$ cat src/rtl/cci_mpf_shim_vtp_svc_client.sv
// VTP service client: fully-associative L1 translation cache with one outstanding service lookup.
// Defining CCI_MPF_VTP_CLIENT_STATS_EN adds saturating hit/miss counters (stat_hits, stat_misses).
`timescale 1ns/1ps
module cci_mpf_shim_vtp_svc_client #(
    parameter int unsigned N_ENTRIES         = 8,
    parameter int unsigned VA_PAGE_BITS      = 36,
    parameter int unsigned PA_PAGE_BITS      = 28,
    parameter int unsigned BIG_PAGE_IDX_BITS = 9
) (
    input  logic                    clk,
    input  logic                    reset_n,
    input  logic                    req_en,
    input  logic [VA_PAGE_BITS-1:0] req_va,
    output logic                    req_rdy,
    output logic                    rsp_valid,
    output logic [PA_PAGE_BITS-1:0] rsp_pa,
    output logic                    rsp_is_big_page,
    output logic                    svc_lookup_en,
    output logic [VA_PAGE_BITS-1:0] svc_lookup_va,
    input  logic                    svc_lookup_rdy,
    input  logic                    svc_rsp_valid,
    input  logic [PA_PAGE_BITS-1:0] svc_rsp_pa,
    input  logic                    svc_rsp_is_big_page,
    input  logic                    inval_en
`ifdef CCI_MPF_VTP_CLIENT_STATS_EN
    ,
    output logic [31:0]             stat_hits,
    output logic [31:0]             stat_misses
`endif
);
    localparam int unsigned PTR_W = $clog2(N_ENTRIES);

    typedef enum logic [2:0] {S_IDLE, S_LOOKUP, S_ISSUE, S_WAIT, S_RESPOND} state_t;

    state_t                  state, state_next;
    logic [VA_PAGE_BITS-1:0] va_q;
    logic [N_ENTRIES-1:0]    valid;
    logic [N_ENTRIES-1:0]    tag_big;
    logic [VA_PAGE_BITS-1:0] tag_va [N_ENTRIES];
    logic [PA_PAGE_BITS-1:0] tag_pa [N_ENTRIES];
    logic [PTR_W-1:0]        ptr;

    logic [N_ENTRIES-1:0]    match;
    logic [PA_PAGE_BITS-1:0] hit_pa;
    logic                    hit_big;
    logic                    hit_c;

    logic                    va_load, fill;
    logic                    req_rdy_d, rsp_valid_d, rsp_big_d, lookup_en_d;
    logic [PA_PAGE_BITS-1:0] rsp_pa_d;

    // 2MB pages carry the VA's low page-index bits into the PA.
    function automatic logic [PA_PAGE_BITS-1:0] merge_pa(
        input logic [PA_PAGE_BITS-1:0]      pa,
        input logic                         big,
        input logic [BIG_PAGE_IDX_BITS-1:0] va_lo
    );
        merge_pa = pa;
        if (big) merge_pa[BIG_PAGE_IDX_BITS-1:0] = va_lo;
    endfunction

    // Tag compare on the registered VA; at most one entry is expected to match.
    always_comb begin
        match   = '0;
        hit_pa  = '0;
        hit_big = 1'b0;
        for (int i = 0; i < N_ENTRIES; i++) begin
            if (valid[i] && (tag_big[i]
                    ? (tag_va[i][VA_PAGE_BITS-1:BIG_PAGE_IDX_BITS] == va_q[VA_PAGE_BITS-1:BIG_PAGE_IDX_BITS])
                    : (tag_va[i] == va_q))) begin
                match[i] = 1'b1;
                hit_pa   = hit_pa | tag_pa[i];
                hit_big  = hit_big | tag_big[i];
            end
        end
        hit_c = (|match) && !inval_en;
    end

    always_comb begin
        state_next  = state;
        va_load     = 1'b0;
        fill        = 1'b0;
        rsp_valid_d = 1'b0;
        rsp_pa_d    = rsp_pa;
        rsp_big_d   = rsp_is_big_page;
        unique case (state)
            S_IDLE: begin
                if (req_en && req_rdy) begin
                    va_load    = 1'b1;
                    state_next = S_LOOKUP;
                end
            end
            S_LOOKUP: begin
                if (hit_c) begin
                    rsp_valid_d = 1'b1;
                    rsp_pa_d    = merge_pa(hit_pa, hit_big, va_q[BIG_PAGE_IDX_BITS-1:0]);
                    rsp_big_d   = hit_big;
                    state_next  = S_IDLE;
                end else begin
                    state_next  = S_ISSUE;
                end
            end
            S_ISSUE: begin
                if (svc_lookup_en && svc_lookup_rdy) state_next = S_WAIT;
            end
            S_WAIT: begin
                if (svc_rsp_valid) begin
                    fill        = 1'b1;
                    rsp_valid_d = 1'b1;
                    rsp_pa_d    = merge_pa(svc_rsp_pa, svc_rsp_is_big_page, va_q[BIG_PAGE_IDX_BITS-1:0]);
                    rsp_big_d   = svc_rsp_is_big_page;
                    state_next  = S_RESPOND;
                end
            end
            S_RESPOND: state_next = S_IDLE;
            default:   state_next = S_IDLE;
        endcase
        req_rdy_d   = (state_next == S_IDLE);
        lookup_en_d = (state_next == S_ISSUE);
    end

    always_ff @(posedge clk or negedge reset_n) begin
        if (!reset_n) begin
            state           <= S_IDLE;
            va_q            <= '0;
            req_rdy         <= 1'b0;
            rsp_valid       <= 1'b0;
            rsp_pa          <= '0;
            rsp_is_big_page <= 1'b0;
            svc_lookup_en   <= 1'b0;
            valid           <= '0;
            ptr             <= '0;
        end else begin
            state           <= state_next;
            req_rdy         <= req_rdy_d;
            rsp_valid       <= rsp_valid_d;
            rsp_pa          <= rsp_pa_d;
            rsp_is_big_page <= rsp_big_d;
            svc_lookup_en   <= lookup_en_d;
            if (va_load) va_q <= req_va;
            // Invalidate clears old entries; a same-cycle fill still lands valid.
            if (inval_en) begin
                valid <= '0;
                ptr   <= '0;
            end
            if (fill) begin
                valid[ptr] <= 1'b1;
                if (!inval_en) ptr <= ptr + PTR_W'(1);
            end
        end
    end

    always_ff @(posedge clk) begin
        if (fill) begin
            tag_va[ptr]  <= va_q;
            tag_pa[ptr]  <= svc_rsp_pa;
            tag_big[ptr] <= svc_rsp_is_big_page;
        end
    end

    assign svc_lookup_va = va_q;

`ifdef CCI_MPF_VTP_CLIENT_STATS_EN
    always_ff @(posedge clk or negedge reset_n) begin
        if (!reset_n) begin
            stat_hits   <= '0;
            stat_misses <= '0;
        end else begin
            if (state == S_LOOKUP && hit_c && stat_hits != '1) stat_hits <= stat_hits + 32'd1;
            if (fill && stat_misses != '1) stat_misses <= stat_misses + 32'd1;
        end
    end
`endif

    a_single_hit: assert property (@(posedge clk) disable iff (!reset_n)
        (state == S_LOOKUP) |-> $onehot0(match));
    a_rsp_only_in_wait: assert property (@(posedge clk) disable iff (!reset_n)
        svc_rsp_valid |-> (state == S_WAIT));

endmodule

$ cat config.mk
export PLATFORM = sky130hd
export DESIGN_NAME = cci_mpf_shim_vtp_svc_client
export DESIGN_NICKNAME = d
export VERILOG_FILES = /design/src/rtl/cci_mpf_shim_vtp_svc_client.sv
export SDC_FILE = /design/constraint.sdc
export NUM_CORES = 1
export LEC_CHECK = 0
export CORE_MARGIN = 5
export CORE_UTILIZATION = 49
export DETAILED_ROUTE_END_ITERATION = 6
export DONT_BUFFER_PORTS = 1
export PLACE_DENSITY = 0.68
export SLEW_MARGIN = 40
export SYNTH_ARGS = -nofsm -noshare
export SYNTH_HDL_FRONTEND = slang
export SYNTH_SLANG_ARGS = --single-unit
$ cat constraint.sdc
create_clock -name clk -period 8.13 [get_ports clk]
set_input_delay 0.813 -clock clk [delete_from_list [all_inputs] [get_ports clk]]
set_output_delay 0.813 -clock clk [all_outputs]
set_load 0.01 [all_outputs]
==> impl_results.md, run 1 <==
* Unique masters post-synth at 50
* Min-delay worst type: in -> async
* FMAX at 234.5 MHz
* IO Port Bufs at 0
* Top_reg_cell synth: edfxtp_1
* GRT Total Usage at 20.69%
* Global-route wire length before repair at 83.27 mm
* Pre-CTS WS at 3.883 ns
* DRC viols at 0
* Final min period at 4.265 ns
* Clk buf depth at 3
* Post-Syn Area at 23,930 um2
* Drt first pass iters at 5
* Max cap viols at 0
* Final wirelength at 55.50 mm
* RSZ-0062 raised after global routing: no
* PwrDens at 331.1 nW/um2
* Number of post-CTS setup repair buffers at 0
* Worst Tran Pin Value at 0.8335 ns
* Layout Cell Area excl Fill at 27,000 um2
* Largest net degree at the start of global routing at 83
* Routability cong. at 0.8314
* Asr flop ratio synth at 13.62%
* RR Startpoint: svc_lookup_va[20]
* Worst Skew at 0.02581 ns
* Post-Syn Area per Cell at 16.78 um2
* Initial antenna violation count at 3
* Ports at 139
* Initial DRC count at 1,205
* Combinational share of power at 18.7%
* Period Utilization, post-route at 52.46%
* Sequential Power Share at 48.2%
* Slew margin rel. at 43.92%
* Rows at 81
* EDFF count, synth at 520
* Placed cell area at 24,830 um2
* Crit Path Class: reg -> reg
* Clock share of power at 33.1%
* Synthesized instance count at 1,426
* Die Height at 231.0 um
* Slew Viols, Final at 0
* XOR/XNOR share of the synthesized area at 10.58%
* DP HPWL at 33.06 mm
* Post-route ant nets at 0
* Internal power at 6.265 mW
* CTS Buf Count at 59
* Switching Share at 29.91%
* CORE AREA at 48,650 um2
* Compound-Gate Fraction of Synth Area at 6.076%
* Worst r2r path cells at 10
* Clock-pin slew on the worst setup and hold paths at 0.06 ns
* Adder-cell area share of the yosys netlist at 0.05229%
* Initial Util at 49.18%
* Post-synthesis mux area share at 2.442%
* Worst IR Drop VDD at 0.2228 mV
* Worst Path Max Fanout at 30
* Final hold vios at 0
* Die X-Extent at 231.0 um
* Setup TNS at 0 ns
* Pleak at 8.820 nW
* Sw Pwr at 2.673 mW
* Largest family of logic cells by synthesized area: XOR/XNOR gates
* Clock root cell: clkbuf_16
* Wire per inst at 26.04 um
* Area Overhead vs Synth at 12.83%
* Sink Count at 602
* Status: complete, no violations
* Highest-count cells in the layout ignoring fill and taps: 520 x edfxtp_1, 205 x xnor2_1, 84 x xor2_1
* CP Launch Type: register
* # H-tree levels at 2
* Hold Slack at 0.1005 ns
* Setup crit end kind: register
* Sequential-to-total area share from yosys stat at 73.84%
* Syn Nets at 1,498
* Overflow after GRT at 0
* Setup ws final at 3.865 ns
* Most common cell after layout, fill and taps aside: edfxtp_1
* CP arrival at 4.79 ns
* Worst Path Required at 8.65 ns
* Ys Warns at 0
* Nets at 1,529
* Yosys reg bits at 602
* Die Area at 53,350 um2
* Final setup fails at 0
* Vias in the first global route at 12,896
* Flop2flop setup slack at 3.86 ns
* Post-Synth Simple-Gate Area at 5.391%
* Via count at 12,651
* Share of post-route cells with drive strength above 1 at 14.52%
* FF-to-FF End: rsp_pa[4]
* Vias per inst at 5.937
* Clock tree from TritonCTS: yes
* Clk_lat worst skew at 0.63 ns
==> logic make-up (layout without fill, tap and decap cells) <==
logic type	count (synthesis)	in the layout
adder cells (fa/ha/maj)	1	1
flip-flops	602	602
XOR/XNOR	289	289
buffers and inverters	81	163
AND/OR/NAND/NOR	231	231
other	0	1
multiplexers	52	52
AO/OA/AOI/OAI	170	170
==> layout make-up <==
| class | count | area [um2] |
|---|---|---|
| tap | 622 | 778.2 |
| inverter | 5 | 18.77 |
| sequential | 602 | 17680 |
| clock buffer | 71 | 1551 |
| clock inverter | 41 | 571.8 |
| multi-input combinational | 743 | 5989 |
| fill | 3738 | 21650 |
| timing repair buffer | 46 | 400.4 |
| antenna | 1 | 2.502 |
==> metrics by stage <==
stage / power, mW / utilization [%] / std cells
finish: 8.938 / 55.50 / 2131
detailed placement: 6.052 / 51.05 / 2017
floorplan: 5.399 / - / 1426
global placement: 6.003 / 50.88 / 2013
CTS: 9.020 / 55.47 / 2130
global route: 9.322 / 55.50 / 2131
==> sequential cells by signal (all words and copies together), names as in the netlist <==
signal and flops:
svc_lookup_va 36, rsp_pa 28, rsp_valid 1, state 3, valid 8, tag_va 288
req_rdy 1, svc_lookup_en 1, rsp_is_big_page 1, ptr 3, tag_pa 224, tag_big 8
==> worst max path at each step <==
stage | start | cells after the start | endpoint
finish | svc_lookup_va[20] | 10 | rsp_pa[4]
CTS | svc_lookup_va[27] | 9 | rsp_pa[4]
global route | svc_lookup_va[20] | 10 | rsp_pa[7]
floorplan | state[0] | 8 | tag_big[0]
detailed placement | svc_lookup_va[27] | 9 | rsp_pa[26]
global placement | state[0] | 7 | tag_va[6][11]
==> cell usage after synthesis, types with 9 or more instances <==
cell type	n	share of area, %
nor3_1	21	0.44
o41ai_2	9	0.61
and3_1	12	0.31
mux2_1	15	0.71
buf_2	46	0.96
a222oi_1	10	0.42
xnor2_1	205	7.5
a22o_1	43	1.6
a221oi_1	43	1.6
a21oi_1	12	0.25
nand3_1	20	0.42
nor2_1	42	0.66
clkbuf_1	21	0.33
edfxtp_1	520	65
mux2_2	36	1.7
a31oi_1	15	0.39
nand2_1	18	0.28
nor4_1	30	0.78
xor2_1	84	3.1
dfrtp_1	82	8.6
nand4_1	61	1.6
a21o_1	10	0.31
==> routing by layer <==
metal | up-vias | GRT usage [%] | part of all wire [%]
li1 | 5601 | - | -
met3 | 94 | 4.821 | 9.0
met1 | 6417 | 28.84 | 41
met4 | 0 | 6.724 | 3.0
met5 | - | 0 | 0
met2 | 539 | 32.64 | 47
==> power groups by stage <==
stage | registers, mW | clock network [mW] | logic, mW
3_3_place_gp | 4.39 | 0 | 1.62
5_1_grt | 4.36 | 3.14 | 1.82
3_5_place_dp | 4.39 | 0 | 1.66
4_1_cts | 4.32 | 3.01 | 1.69
2_1_floorplan | 4.11 | 0 | 1.28
6_report | 4.30 | 2.96 | 1.67
==> critical path: stages, from the launching register on <==
cell and delay, ns:
dfrtp_1 0.61, buf_4 0.28, xnor2_1 0.14, nand4_1 0.17, or4_1 0.71, nor4b_2 0.30, buf_4 0.46, nor4_1 0.13
a211o_1 0.52, and2_4 0.41, o41ai_2 0.39
==> repair_timing <==
item                                   4_1_cts  5_1_grt
hold buffers                                 1        0
resized for setup                            0        0
endpoints found under the hold margin       82        0
No activity file was read; power rests on OpenSTA's default activity.
==> run 2, diff against run 1 <==
--- a/config.mk
+++ b/config.mk
@@ -9,7 +9,7 @@
 export CORE_UTILIZATION = 49
 export DETAILED_ROUTE_END_ITERATION = 6
 export DONT_BUFFER_PORTS = 1
-export PLACE_DENSITY = 0.68
+export PLACE_DENSITY = 0.7
 export SLEW_MARGIN = 40
 export SYNTH_ARGS = -nofsm -noshare
 export SYNTH_HDL_FRONTEND = slang
==> constraint.sdc (replaced) <==
create_clock -name clk -period 3.7 [get_ports clk]
set_input_delay 0.37 -clock clk [delete_from_list [all_inputs] [get_ports clk]]
set_output_delay 0.37 -clock clk [all_outputs]
set_load 0.01 [all_outputs]
==> impl_results.md, run 2 (synthesis results as in run 1) <==
* RR Startpoint: svc_lookup_va[19]
* Share of post-route cells with drive strength above 1 at 16.20% (+1.7 points)
* Most flops, register: tag_va
* Worst Path Required at 4.22 ns (-4.43 ns)
* CTS Buf Count at 61 (+3.4%)
* Final min period at 3.537 ns (-0.7283 ns)
* Rows at 81 (unchanged)
* Pleak at 9.412 nW (+6.7%)
* Combinational share of power at 22.2% (+3.5 points)
* Die X-Extent at 231.0 um (unchanged)
* Clock root cell: clkbuf_16
* Initial Util at 49.18% (unchanged)
* Clock-pin slew on the worst setup and hold paths at 0.06 ns (about the same)
* Routability cong. at 0.8821 (+6.1%)
* Switching Share at 30.09% (+0.18 points)
* Worst Tran Pin Value at 0.8033 ns (-0.03014 ns)
* Overflow after GRT at 0 (unchanged)
* RSZ-0062 raised after global routing: no
* Sw Pwr at 6.054 mW (+130%)
* Die Height at 231.0 um (unchanged)
* Max cap viols at 0 (unchanged)
* DRC viols at 0 (unchanged)
* CORE AREA at 48,650 um2 (unchanged)
* Slew margin rel. at 45.95% (+2.0 points)
* FILL cells at 3,656 (-2.2%)
* Worst r2r path cells at 9 (-1)
* Multi-input gate area at 5995 um2 (about the same)
* Internal power at 14.07 mW (+120%)
* Flop2flop setup slack at 0.16 ns (-3.70 ns)
* Vias in the first global route at 13,669 (+6.0%)
* CP Launch Type: register
* DP HPWL at 36.38 mm (+10%)
* Drt first pass iters at 6 (+1)
* Critical Path Sink: rsp_pa[6]
* Initial antenna violation count at 1 (-2)
* CP delay by family, top: simple AND/OR/NAND/NOR gates
* Worst Path Max Fanout at 28 (-6.7%)
* Worst Skew at 0.02157 ns (-0.004237 ns)
* Sink Count at 602 (unchanged)
* FF-to-FF End: rsp_pa[6]
* FMAX at 282.7 MHz (+21%)
* Worst path cell trace: xor2_1 -> or4_1 -> or3_1 -> nor3_4 -> buf_4 -> a22o_1 -> a221oi_1 -> and3_1 -> o41ai_2
* Ports at 139 (unchanged)
* Clock share of power at 32.2% (-0.9 points)
* PwrDens at 714.6 nW/um2 (+120%)
* CP peak stage delay at 0.78 ns (+0.07 ns)
* Most common cell after layout, fill and taps aside: edfxtp_1
* Buf/Inv on CP at 1 (-1)
* Highest-count cells in the layout ignoring fill and taps: 520 x edfxtp_1, 205 x xnor2_1, 95 x buf_4
* Fin util at 57.88% (+2.4 points)
* Sequential standard cell area at 17,670 um2 (about the same)
* Number of flip-flops in the largest register at 288 (unchanged)
* Largest net degree at the start of global routing at 83 (unchanged)
* CP Launch Point: svc_lookup_va[19]
* Wire per inst at 26.30 um (+0.97%)
* Final wirelength at 59.40 mm (+7.0%)
* Post-route ant nets at 0 (unchanged)
* Setup crit end kind: register
* Period Utilization, post-route at 95.59% (+43 points)
* Final setup fails at 0 (unchanged)
* GRT Total Usage at 21.99% (+1.3 points)
* Final hold vios at 0 (unchanged)
* Crit Path Class: reg -> reg
* Hold Slack at 0.04462 ns (-0.05583 ns)
* Worst IR Drop VDD at 0.4873 mV (+120%)
* Global-route wire length before repair at 88.12 mm (+5.8%)
* Via count at 13,387 (+5.8%)
* IO Port Bufs at 0 (unchanged)
* Sequential Power Share at 45.7% (-2.5 points)
* Slew Viols, Final at 0 (unchanged)
* Vias per inst at 5.926 (-0.18%)
* Worst path slowest cell: dfrtp_1
* Status: complete, no violations
* Clk buf depth at 3 (unchanged)
* Area Overhead vs Synth at 17.68%
* Clk_lat worst skew at 0.63 ns (about the same)
* Clock tree from TritonCTS: yes
* Die Area at 53,350 um2 (unchanged)
* Initial DRC count at 1,354 (+12%)
* Min-delay worst type: in -> reg
* CP arrival at 4.06 ns (-0.73 ns)
* Nets at 1,656 (+8.3%)
* Crit path depth at 9 (-1)
* # H-tree levels at 2 (unchanged)
[run 2: cell types whose count changed in the layout (fill, tap and decap cells not counted), sizes merged]
| cell | delta |
|---|---|
| clkinv | -3 |
| inv | +1 |
| buf | +57 |
| bufinv | -3 |
| dlygate4sd3 | +68 |
| clkbuf | +9 |
| clkinvlp | -1 |
[run 2: repair_timing]
item	in CTS	in global routing
hold buffers	69	0
endpoints found under the setup margin	0	18
resized for setup	0	1
buffers inserted	0	0
endpoints found under the hold margin	365	0
[run 2: power groups by stage]
stage	Combinational, mW	Clock [mW]	Sequential (mW)
2_1_floorplan	2.82	0	9.03
3_3_place_gp	4.26	0	9.34
3_5_place_dp	4.34	0	9.35
4_1_cts	4.49	6.57	9.22
5_1_grt	4.81	6.85	9.27
6_report	4.46	6.47	9.19
[run 2: final cells by class]
type | count | share of cell area (%)
diodes | 1 | 0.008888
flip-flops and latches | 602 | 62.75
clock inverters | 35 | 1.680
clock buffers | 80 | 5.893
multi-input cells | 743 | 21.29
well taps | 622 | 2.764
inverters | 5 | 0.06666
repair buffers | 171 | 5.546
[run 2: worst min path at each step]
stage | depth (start not counted) | endpoint | slack (ns) | start
after floorplan | 0 | ptr[0] | 0.07 | reset_n
after global placement | 0 | svc_lookup_va[27] | 0.08 | reset_n
after detailed placement | 0 | svc_lookup_va[27] | 0.08 | reset_n
final | 3 | rsp_pa[21] | 0.04 | svc_rsp_pa[21]
after CTS | 3 | rsp_pa[18] | 0.02 | svc_rsp_pa[18]
after global routing | 3 | rsp_pa[18] | 0.05 | svc_rsp_pa[18]
[run 2: through the flow]
| stage | power [mW] | setup TNS, ns | cells | instance area (um2) | setup WS, ns |
|---|---|---|---|---|---|
| global route | 20.93 | 0 | 2258 | 28150 | 0.009895 |
| global placement | 13.59 | 0 | 2074 | 25310 | 0.1525 |
| detailed placement | 13.70 | 0 | 2074 | 25310 | 0.08082 |
| finish | 20.12 | 0 | 2259 | 28160 | 0.1632 |
| floorplan | 11.86 | -523.86 | 1426 | 23940 | -1.072 |
| CTS | 20.28 | 0 | 2258 | 28150 | 0.06431 |
[run 2: routing by layer]
metal,up-vias,part of all wire (%),track usage (%)
met5,-,0.022,0
met1,6859,42,30.30
met2,540,48,35.44
met4,2,3.2,7.764
met3,118,7.2,4.243
li1,5868,-,-
[run 2: tightest hold or removal path, delay by kind of cell]
kind               cells  cell delay, ns
AOI/OAI and AO/OA      1            0.11
muxes                  1            0.13
and+or+nand+nor        1            0.02
==> run 3, diff against run 2 <==
--- a/config.mk
+++ b/config.mk
@@ -10,7 +10,6 @@
 export DETAILED_ROUTE_END_ITERATION = 6
 export DONT_BUFFER_PORTS = 1
 export PLACE_DENSITY = 0.7
-export SLEW_MARGIN = 40
 export SYNTH_ARGS = -nofsm -noshare
 export SYNTH_HDL_FRONTEND = slang
 export SYNTH_SLANG_ARGS = --single-unit
==> constraint.sdc (replaced) <==
create_clock -name clk -period 3.09 [get_ports clk]
set_input_delay 0.309 -clock clk [delete_from_list [all_inputs] [get_ports clk]]
set_output_delay 0.309 -clock clk [all_outputs]
set_load 0.01 [all_outputs]
==> impl_results.md, run 3 (synthesis results as in run 1) <==
* FMAX at 314.7 MHz (+11%)
* Final min period at 3.177 ns (-0.3595 ns)
* Final setup fails at 19 (+19)
* GRT Total Usage at 22.82% (+0.83 points)
* Ports at 139 (unchanged)
* Final hold vios at 0 (unchanged)
* Clock tree from TritonCTS: yes
* Initial antenna violation count at 0 (-1)
* FILL cells at 3,405 (-6.9%)
* Most flops, register: tag_va
* IO Port Bufs at 0 (unchanged)
* Worst Path Max Fanout at 8 (-71%)
* Total power at 25.58 mW (+27%)
* Pleak at 10.54 nW (+12%)
* Final wirelength at 62.86 mm (+5.8%)
* Global-route wire length before repair at 91.43 mm (+3.8%)
* Worst Tran Pin Value at 0.9652 ns (+0.1619 ns)
* Pre-CTS WS at -0.5395 ns (-0.6203 ns)
* CORE AREA at 48,650 um2 (unchanged)
* Clk_lat worst skew at 0.64 ns (about the same)
* Overflow after GRT at 0 (unchanged)
* Switching Share at 30.23% (+0.14 points)
* Die Height at 231.0 um (unchanged)
* Clock root cell: clkbuf_16
* CP Launch Type: register
* Vias per inst at 5.916 (-0.16%)
* Drt first pass iters at 7 (+1)
* Clock-pin slew on the worst setup and hold paths at 0.06 ns (about the same)
* Worst path slowest cell: or4_4
* Sequential Power Share at 42.3% (-3.4 points)
* DRC viols at 0 (unchanged)
* Worst Path Required at 3.61 ns (-0.61 ns)
* Failing checks: negative setup slack
* Layout Cell Area excl Fill at 30,150 um2 (+7.1%)
* Cells after DPL at 2,169 (+4.6%)
* PwrDens at 848.4 nW/um2 (+19%)
* Slew margin rel. at 35.41% (-11 points)
* Status: finished, violations left
* Via count at 14,164 (+5.8%)
* Die X-Extent at 231.0 um (unchanged)
* Setup TNS at -1.198 ns (-1.198 ns)
* Wire per inst at 26.26 um (-0.14%)
* Combinational share of power at 29.1% (+6.9 points)
* Period Utilization, post-route at 102.8% (+7.2 points)
* Placed cell area at 26,150 um2 (+3.3%)
* CP delay by family, top: simple AND/OR/NAND/NOR gates
* Share of post-route cells with drive strength above 1 at 28.33% (+12 points)
* Min-delay worst type: in -> reg
* Die Area at 53,350 um2 (unchanged)
* Crit Path Class: reg -> reg
* # H-tree levels at 2 (unchanged)
* Initial Util at 49.18% (unchanged)
* Sink Count at 602 (unchanged)
* Internal power at 17.85 mW (+27%)
* DP HPWL at 37.40 mm (+2.8%)
* Routability cong. at 0.8402 (-4.8%)
* Worst Skew at 0.02241 ns (+0.0008371 ns)
* CP peak stage delay at 0.60 ns (-0.18 ns)
* Slew Viols, Final at 0 (unchanged)
* Initial DRC count at 1,601 (+18%)
* Crit-path most repeated cell: buf_6
* Setup crit end kind: register
* Most common cell after layout, fill and taps aside: edfxtp_1
* Sw Pwr at 7.734 mW (+28%)
* Clk buf depth at 3 (unchanged)
* Final Non-Filler Cells at 2,394 (+6.0%)
* Largest net degree at the start of global routing at 83 (unchanged)
* Worst IR Drop VDD at 0.5859 mV (+20%)
* CTS Buf Count at 60 (-1.6%)
* Highest-count cells in the layout ignoring fill and taps: 520 x edfxtp_1, 188 x buf_4, 163 x xnor2_1
* Area Overhead vs Synth at 26.03%
* Vias in the first global route at 13,942 (+2.0%)
* Buf/Inv on CP at 2 (+1)
* Worst path cell trace: xnor2_2 -> nand4_1 -> or4_4 -> buf_6 -> nor4b_4 -> buf_6 -> nor4_4 -> a211o_4 -> and2_4 -> o41ai_2
* Post-route ant nets at 0 (unchanged)
* Rows at 81 (unchanged)
* Max cap viols at 0 (unchanged)
* Nets at 1,792 (+8.2%)
* Antenna Cells at 0 (-1)
* Clock share of power at 28.6% (-3.6 points)
* Setup ws final at -0.08729 ns (-0.2505 ns)
* RSZ-0062 raised after global routing: yes
* Number of flip-flops in the largest register at 288 (unchanged)
* CP arrival at 3.70 ns (-0.36 ns)
==> run 3: repair_timing <==
item	4_1_cts	5_1_grt
cloned	3	5
endpoints found under the setup margin	30	30
gates resized for setup	82	82
pin swaps	32	15
hold buffers	69	0
setup buffers	17	19
endpoints found under the hold margin	370	0
==> run 3: power by group through the flow <==
| stage | clock network, mW | logic, mW | registers (mW) |
|---|---|---|---|
| 2_1_floorplan | 0 | 3.41 | 10.8 |
| 3_3_place_gp | 0 | 6.21 | 10.9 |
| 3_5_place_dp | 0 | 6.29 | 11.0 |
| 4_1_cts | 7.41 | 6.94 | 10.8 |
| 5_1_grt | 7.80 | 7.92 | 10.9 |
| 6_report | 7.31 | 7.46 | 10.8 |
==> run 3: per-layer routing <==
layer	share of wire, %	track usage (%)
met2	48	36.77
met5	0	0
met1	41	32.74
met3	8.4	4.182
met4	2.0	5.591
==> run 3: final cells by class <==
type	instances	area [um2]	share of cell area (%)
timing repair buffer	305	2887	9.573
sequential	602	17690	58.68
clock inverter	36	385.4	1.278
inverter	5	23.77	0.07884
clock buffer	78	1599	5.303
multi-input combinational	746	6787	22.51
tap	622	778.2	2.581
==> run 3: path summary, 6_finish.rpt <==
path	slack, ns	cells past startpoint	to	start
setup / recovery	-0.09	10	rsp_pa[1]	svc_lookup_va[11]
hold / removal	0.02	3	state[0]	svc_lookup_rdy
setup reg to reg	-0.09	10	rsp_pa[1]	svc_lookup_va[11]
hold reg to reg	0.48	1	valid[6]	valid[6]
max in group asynchronous	2.26	2	svc_lookup_va[4]	reset_n
min in group asynchronous	0.27	2	svc_lookup_va[30]	reset_n
==> run 3: worst register-to-register path: stages (launching register included) <==
cell and delay [ns]:
dfrtp_2 0.48, xnor2_2 0.21, nand4_1 0.14, or4_4 0.60, buf_6 0.16, nor4b_4 0.25
buf_6 0.16, nor4_4 0.06, a211o_4 0.39, and2_4 0.26, o41ai_2 0.35
==> run 3: metrics by stage <==
stage / hold slack, ns / utilization, %
after detailed placement: 0.01786 / 53.76
final: 0.01997 / 61.99
after global routing: 0.03419 / 61.99
after floorplan: 0.01341 / -
after CTS: 0.006678 / 60.39
after global placement: 0.01737 / 53.76
